### src/rtl/fifo_pkg.sv
// Shared types and elaboration helpers for the FIFO read-side unpacker.
package fifo_pkg;

  typedef enum logic [1:0] {
    IDLE = 2'd0,
    LOAD = 2'd1,
    SEND = 2'd2
  } state_t;

  // A word must split into a whole number (>=1) of non-empty slices.
  function automatic bit ratio_ok(input int din_w, input int dout_w);
    if (dout_w <= 0 || din_w <= 0) return 1'b0;
    if (din_w < dout_w)            return 1'b0;
    return (din_w % dout_w) == 0;
  endfunction

  function automatic int cnt_bits(input int ratio);
    return (ratio <= 1) ? 1 : $clog2(ratio);
  endfunction

endpackage

### src/rtl/fifo_rd_unpack.sv
// FIFO read-side controller: pops wide words and streams them out as
// narrow slices, most-significant slice first, on a valid/ready interface.
module fifo_rd_unpack
  import fifo_pkg::*;
#(
  parameter int DATAIN_WIDTH  = 16,
  parameter int DATAOUT_WIDTH = 8
) (
  input  logic                     r_clk,
  input  logic                     r_rst,
  input  logic                     flag_empty,
  output logic                     r_en,
  input  logic [DATAIN_WIDTH-1:0]  data_read,
  output logic [DATAOUT_WIDTH-1:0] dout,
  output logic                     dout_valid,
  input  logic                     dout_ready,
  output logic                     dout_last,
  output logic                     busy
);

  localparam int                 RATIO    = DATAIN_WIDTH / DATAOUT_WIDTH;
  localparam int                 CNT_BIT  = cnt_bits(RATIO);
  localparam logic [CNT_BIT-1:0] LAST_IDX = CNT_BIT'(RATIO - 1);

  if (!ratio_ok(DATAIN_WIDTH, DATAOUT_WIDTH)) begin : g_ratio_bad
    $error("fifo_rd_unpack: DATAIN_WIDTH must be a positive multiple of DATAOUT_WIDTH");
  end

  state_t                  r_state;
  state_t                  w_state_nxt;
  logic [DATAIN_WIDTH-1:0] r_shift;
  logic [CNT_BIT-1:0]      r_idx;
  logic                    w_send;
  logic                    w_last;
  logic                    w_xfer;
  logic                    w_pop;

  assign w_send = (r_state == SEND);
  assign w_last = w_send && (r_idx == LAST_IDX);
  assign w_xfer = w_send && dout_ready;

  // Pop decision is combinational so the last-slice transfer and the next
  // pop share a cycle, leaving only the LOAD cycle as a bubble.
  always_comb begin
    w_state_nxt = r_state;
    w_pop       = 1'b0;
    case (r_state)
      IDLE: begin
        if (!flag_empty) begin
          w_pop       = 1'b1;
          w_state_nxt = LOAD;
        end
      end
      LOAD: begin
        w_state_nxt = SEND;
      end
      SEND: begin
        if (w_xfer && w_last) begin
          if (!flag_empty) begin
            w_pop       = 1'b1;
            w_state_nxt = LOAD;
          end else begin
            w_state_nxt = IDLE;
          end
        end
      end
      default: begin
        w_state_nxt = IDLE;
      end
    endcase
  end

  always_ff @(posedge r_clk) begin
    if (r_rst) begin
      r_state <= IDLE;
      r_shift <= '0;
      r_idx   <= '0;
    end else begin
      r_state <= w_state_nxt;
      if (r_state == LOAD) begin
        r_shift <= data_read;
        r_idx   <= '0;
      end else if (w_xfer && !w_last) begin
        r_shift <= r_shift << DATAOUT_WIDTH;
        r_idx   <= r_idx + CNT_BIT'(1);
      end
    end
  end

  assign r_en       = w_pop;
  assign dout       = r_shift[DATAIN_WIDTH-1 -: DATAOUT_WIDTH];
  assign dout_valid = w_send;
  assign dout_last  = w_last;
  assign busy       = (r_state != IDLE);

endmodule

### config.mk
export PLATFORM = sky130hd
export DESIGN_NAME = fifo_rd_unpack
export DESIGN_NICKNAME = d
export VERILOG_FILES = /design/src/rtl/fifo_pkg.sv /design/src/rtl/fifo_rd_unpack.sv
export SDC_FILE = /design/constraint.sdc
export NUM_CORES = 1
export LEC_CHECK = 0
export BUFFER_PORTS_ARGS = -buffer_cell sky130_fd_sc_hd__clkbuf_2
export CAP_MARGIN = 5
export CORE_MARGIN = 1
export CORE_UTILIZATION = 43
export DETAILED_ROUTE_END_ITERATION = 12
export GPL_ROUTABILITY_DRIVEN = 0
export GPL_TIMING_DRIVEN = 0
export PLACE_DENSITY = 0.73
export SYNTH_ARGS = -nofsm -noshare
export SYNTH_HDL_FRONTEND = slang
export SYNTH_SLANG_ARGS = --single-unit
### constraint.sdc
create_clock -name r_clk -period 1.3 [get_ports r_clk]
set_clock_uncertainty 0.15 [all_clocks]
set_input_delay 0.26 -clock r_clk [delete_from_list [all_inputs] [get_ports r_clk]]
set_output_delay 0.26 -clock r_clk [all_outputs]
set_load 0.02 [all_outputs]
==> impl_results.md, run 1 <==
- Cells after Synth: 108
- DR top layer: met4
- Fillers: 160
- Die outline height: 48.7 um
- Clock root buffer: clkbuf_4
- Post-synth cell types: 21
- RSZ-0062 raised after global routing: true
- Worst setup SP type: flop
- Final Cell Area: 0.00142 mm2
- Routed length per placed instance: 13.0 um
- Hpwl dp: 1370 um
- Gr usage total: 20.9%
- Mapped Avg Cell Area: 8.70 um2
- Met2 Wirelength: 1150 um
- Metal3 WL: 80 um
- PnR worst setup slack: -0.220 ns
- Outcome: complete, but fails checks
- DIE AREA: 0.00238 mm2
- Starting Density: 46.9%
- Tcrit/Tclk final: 117%
- Worst-Skew Late Latency: 0.29 ns
- Setup violations, final: 20
- Crit path max-delay cell type: dfxtp_4
- Setup TNS: -1.67 ns
- DRT Wirelength: 2280 um
- DR vias: 883
- Cell Area, Synth: 940 um2
- Power Density: 981 mW/mm2
- Vias per inst: 5.05
- Nets in the synthesized netlist: 128
- Cell chain of the critical path: a21boi_4, nor3_2, buf_4
- First-pass GRT wire length: 3800 um
- PortBufs: 30
- DRC Markers: 0
- Final slew viol count: 0
- Clock Tree Buf Depth: 2
- Min-Delay Path Class: primary input to flop
- Critical Path Max Stage Delay: 0.40 ns
- Drt pass-1 iters: 4
- H-tree level count: 1
- Fmax: 0.658 GHz
- Nets: 169
- Final Hold Slack: 0.0357 ns
- Layout cell share with drive strength beyond 1: 60.1%
- Max-Cap Viols: 0
- Violated checks: setup timing
- ANT cells: 0
- Least-Margin Pin Slew: 0.430 ns
- Critical Path RT: 0.89 ns
- Vias in the first global route: 847
- CP endpoint kind: primary output
- Pleak: 0.608 nW
- Sink Count: 19
- Die Width: 48.7 um
- Flop and latch count out of synthesis: 19
- CTS tree: done
- Initial antenna violation count: 0
- Core Rows: 16
- Critical path start-end classification: flop to primary output
- Largest net degree at the start of global routing: 11
- DP Area: 0.00114 mm2
- Relative slew margins: 71.4%
- Routed met1 length: 983 um
- Period minus WS final: 1.52 ns
- Clock slew at reported path FFs: 0.10 ns
- Leading cell types in the layout, fill and taps excluded: clkbuf_2 (18), buf_6 (13), nor2_1 (13), buf_4 (11), a21oi_1 (10)
- Worst Path Max Fanout: 7
- Final hold violation count: 0
- Post-DRT Antenna Nets: 0
- CP arrival: 1.11 ns
- Synthesis Warnings: 0
- Iter 0 DRT Violations: 15
- Commonest non-fill, non-tap cell in the layout: clkbuf_2
- Overflow after GRT: 0
- Sequential area share after synthesis: 40.5%
- Core ar.: 0.00200 mm2
- Total CTS buffers: 3
- # IOs: 32
- Peak supply drop: 0.000758 V
- Synthesis-to-layout area growth: 51.0%
- Pre-CTS WS: -0.148 ns
==> Yosys cell counts <==
cell type / n / area share (%)
dfxtp_1: 19 / 40
nor2_1: 17 / 6.8
buf_4: 14 / 11
a21oi_1: 10 / 5.3
nand2_1: 8 / 3.2
nand3_1: 8 / 4.3
nor4_2: 8 / 11
nor3_1: 7 / 3.7
buf_6: 2 / 2.4
nand2b_1: 2 / 1.3
nor2b_1: 2 / 1.3
nor3_2: 2 / 2.1
a21boi_0: 1 / 0.80
a2bb2oi_1: 1 / 0.93
and2_1: 1 / 0.67
and4bb_1: 1 / 1.3
buf_2: 1 / 0.53
clkbuf_1: 1 / 0.40
nand4bb_1: 1 / 1.2
nor4_1: 1 / 0.67
or2_2: 1 / 0.67
==> layer usage <==
| metal | up-vias | GRT usage [%] |
|---|---|---|
| met4 | 0 | 13.2 |
| met1 | 414 | 25.7 |
| li1 | 442 | - |
| met2 | 23 | 34.3 |
| met3 | 4 | 2.52 |
| met5 | - | 0 |
==> worst max-delay path: cells and delay by family (launching register included) <==
kind / cells / cell delay [ns]
DFF: 1 / 0.40
AOI/OAI and AO/OA: 1 / 0.22
and+or+nand+nor: 1 / 0.05
buffers and inverters: 1 / 0.15
==> path summary, 6_finish.rpt <==
check | start | endpoint | slack [ns] | cells past startpoint
max | r_state[1] | r_en | -0.22 | 3
min | data_read[7] | r_shift[7] | 0.04 | 3
max reg2reg | r_state[0] | r_shift[8] | -0.11 | 5
min reg2reg | r_shift[3] | r_shift[3] | 0.34 | 2
==> cells by family after synthesis <==
group	count (synthesis)	synth area share, %
AOI/OAI and AO/OA	12	7.06
buffers and inverters	18	14.5
DFF	19	40.5
and+or+nand+nor	59	38.0
==> report_power, final <==
part	total (W)	switching, W	leakage, nW	internal (W)
clock network	0.000284	0.000165	0.0150	0.000119
logic	0.000433	0.000188	0.433	0.000245
registers	0.000674	0.0000432	0.160	0.000631
total	0.00139	0.000396	0.608	0.000996
==> flip-flops by register name, summed over array words and instances (netlist names) <==
signal and flops:
r_idx 1, r_shift 16, r_state 2
==> timing repair <==
action | CTS | global route
setup buffers | 4 | 4
gates cloned | 1 | 0
setup endpoints to repair | 27 | 28
pin swaps | 9 | 1
hold buffers | 1 | 0
hold endpoints to repair | 1 | 0
resized for setup | 36 | 32
==> layout make-up <==
type | count | area (um2) | share of cell area (%)
flip-flops and latches | 19 | 399 | 28.1
repair buffers | 40 | 342 | 24.1
clock buffers | 4 | 26.3 | 1.85
well taps | 27 | 33.8 | 2.38
multi-input cells | 71 | 482 | 34.0
plain buffers | 14 | 136 | 9.61
==> through the flow <==
step	total power (W)	util (%)	std cells
after floorplan	0.000903	-	108
after global placement	0.000982	56.8	165
after detailed placement	0.000991	56.8	165
after CTS	0.00134	66.8	174
after global routing	0.00148	70.9	175
final	0.00139	70.9	175
Power figures use the tool's default switching activity.
==> inputs of run 2 (changes only) <==
--- a/config.mk
+++ b/config.mk
@@ -6,13 +6,12 @@
 export NUM_CORES = 1
 export LEC_CHECK = 0
 export BUFFER_PORTS_ARGS = -buffer_cell sky130_fd_sc_hd__clkbuf_2
-export CAP_MARGIN = 5
+export CAP_MARGIN = 10
 export CORE_MARGIN = 1
-export CORE_UTILIZATION = 43
+export CORE_UTILIZATION = 30
 export DETAILED_ROUTE_END_ITERATION = 12
 export GPL_ROUTABILITY_DRIVEN = 0
 export GPL_TIMING_DRIVEN = 0
-export PLACE_DENSITY = 0.73
 export SYNTH_ARGS = -nofsm -noshare
 export SYNTH_HDL_FRONTEND = slang
 export SYNTH_SLANG_ARGS = --single-unit
==> constraint.sdc (replaced) <==
create_clock -name r_clk -period 1.8 [get_ports r_clk]
set_clock_uncertainty 0.15 [all_clocks]
set_input_delay 0.36 -clock r_clk [delete_from_list [all_inputs] [get_ports r_clk]]
set_output_delay 0.36 -clock r_clk [all_outputs]
set_load 0.02 [all_outputs]
==> run 2 against run 1 <==
The run ends with DRC left. Sequential power shrank 30%. Critical path depth is the same. Utilization shrank 30 points. Non-clock buffer count shrank 6. Via count shrank 8.7%. Register-to-register slack gained 0.50 ns. Critical path type unchanged. Largest cell class unchanged.
==> impl_results.md, run 2 (synthesized netlist as in run 1, its figures left out) <==
- Clock Tree Buf Depth: 2
- Gr usage total: 12.9%
- Layout cell share with drive strength beyond 1: 45.1%
- Least-Margin Pin Slew: 0.402 ns
- R2R Path End: r_shift[14]
- Hpwl dp: 1470 um
- Period minus WS final: 1.72 ns
- Tcrit/Tclk final: 95.8%
- Relative slew margins: 73.2%
- Setup violations, final: 0
- Pleak: 0.522 nW
- Worst r2r src: r_state[0]
- DRT Wirelength: 1950 um
- Violated checks: DRC
- DR vias: 806
- Max-Cap Viols: 0
- Power share of the clock group: 24.1%
- Power Density: 799 mW/mm2
- PortBufs: 30
- Iter 0 DRT Violations: 31
- Clock root buffer: clkbuf_4
- Sink Count: 19
- Worst setup endpoint: busy
- Leading cell types in the layout, fill and taps excluded: clkbuf_2 (30), dfxtp_1 (18), nor2_1 (17), buf_4 (14), a21oi_1 (10)
- Starting Density: 32.9%
- H-tree level count: 1
- Post-DRT Antenna Nets: 0
- Setup TNS: 0 ns
- Core ar.: 0.00285 mm2
- Overflow after GRT: 0
- Peak supply drop: 0.000201 V
- Fin util: 40.7%
- Sw Share: 29.7%
- Nets: 163
- Total setup buffers inserted after CTS: 0
- Worst-Skew Late Latency: 0.30 ns
- Worst setup SP type: flop
- Crit path launch: r_state[0]
- RSZ-0062 raised after global routing: false
- Critical Path RT: 1.29 ns
- R2R setup slack: 0.39 ns
- Drt pass-1 iters: 8
- Die Width: 58.0 um
- Combinational fraction of design power: 25.1%
- CTS tree: done
- First-pass GRT wire length: 3310 um
- Pint: 0.000652 W
- Die outline height: 58.0 um
- DIE AREA: 0.00336 mm2
- Clock slew at reported path FFs: 0.11 ns
- Vias per inst: 4.66
- ANT cells: 0
- Initial antenna violation count: 0
- Part of the power in registers: 50.8%
- Worst Path Max Fanout: 10
- Register-to-Register Path Depth: 6
- Core Rows: 19
- Register with the most flip-flops: r_shift
- Outcome: complete, but fails checks
- Net switching power: 0.000276 W
- # IOs: 32
- Vias in the first global route: 787
- Commonest non-fill, non-tap cell in the layout: clkbuf_2
- Final hold violation count: 0
- Fmax: 0.580 GHz
- DRC Markers: 5
- Largest regs: r_shift x16, r_state x2, r_idx x1
- Min-Delay Path Class: primary input to flop
- CP arrival: 1.21 ns
- Critical path start-end classification: flop to primary output
- Routed length per placed instance: 11.2 um
- Final slew viol count: 0
- Largest register FFs: 16
- Total CTS buffers: 3
- CP endpoint kind: primary output
- Synthesis-to-layout area growth: 23.7%
- Largest net degree at the start of global routing: 11
[run 2: critical path: stages (launching register included)]
cell,delay (ns)
dfxtp_1,0.32
buf_4,0.15
or2_2,0.29
clkbuf_2,0.15
[run 2: layer usage]
| metal | up-vias | wire (um) | global-route usage (%) |
|---|---|---|---|
| met5 | - | 0 | 0 |
| met2 | 24 | 869 | 20.7 |
| met3 | 4 | 94 | 1.56 |
| met4 | 0 | 49 | 8.16 |
| met1 | 348 | 932 | 16.4 |
| li1 | 430 | - | - |
[run 2: layout make-up]
| cell class | count | area (um2) |
|---|---|---|
| buffer | 18 | 136 |
| timing repair buffer | 30 | 150 |
| tap | 31 | 38.8 |
| multi-input combinational | 71 | 429 |
| clock buffer | 4 | 26.3 |
| fill | 318 | 1690 |
| sequential | 19 | 382 |
[run 2: what timing repair did]
| action | 4_1_cts | 5_1_grt |
|---|---|---|
| hold buffers | 0 | 0 |
| endpoints found under the hold margin | 0 | 0 |
| setup endpoints to repair | 1 | 2 |
| gates cloned | 0 | 0 |
| resized for setup | 2 | 2 |
[run 2: worst min-delay path by stage]
stage	startpoint	end	slack (ns)	cells past startpoint
floorplan	flag_empty	r_state[0]	0.29	1
global placement	r_shift[0]	r_shift[0]	0.31	2
detailed placement	r_shift[7]	r_shift[7]	0.31	2
CTS	flag_empty	r_state[0]	0.07	2
global route	flag_empty	r_state[0]	0.08	2
finish	flag_empty	r_state[0]	0.07	2
[run 2: stage by stage]
| step | setup WS [ns] | hold slack [ns] | power, W | instances | cell area (um2) |
|---|---|---|---|---|---|
| 3_3_place_gp | 0.288 | 0.306 | 0.000709 | 169 | 1130 |
| 4_1_cts | 0.0371 | 0.0677 | 0.000936 | 173 | 1160 |
| 5_1_grt | 0.0195 | 0.0759 | 0.000974 | 173 | 1160 |
| 2_1_floorplan | 0.213 | 0.289 | 0.000649 | 108 | 940 |
| 3_5_place_dp | 0.254 | 0.314 | 0.000715 | 169 | 1130 |
| 6_report | 0.0759 | 0.0692 | 0.000928 | 173 | 1160 |
[run 2: power groups by stage]
| stage | clock network (W) | registers, W | logic (W) |
|---|---|---|---|
| finish | 0.000223 | 0.000471 | 0.000233 |
| global route | 0.000242 | 0.000476 | 0.000256 |
| CTS | 0.000229 | 0.000472 | 0.000236 |
| detailed placement | 0 | 0.000481 | 0.000234 |
| global placement | 0 | 0.000479 | 0.000229 |
| floorplan | 0 | 0.000476 | 0.000174 |
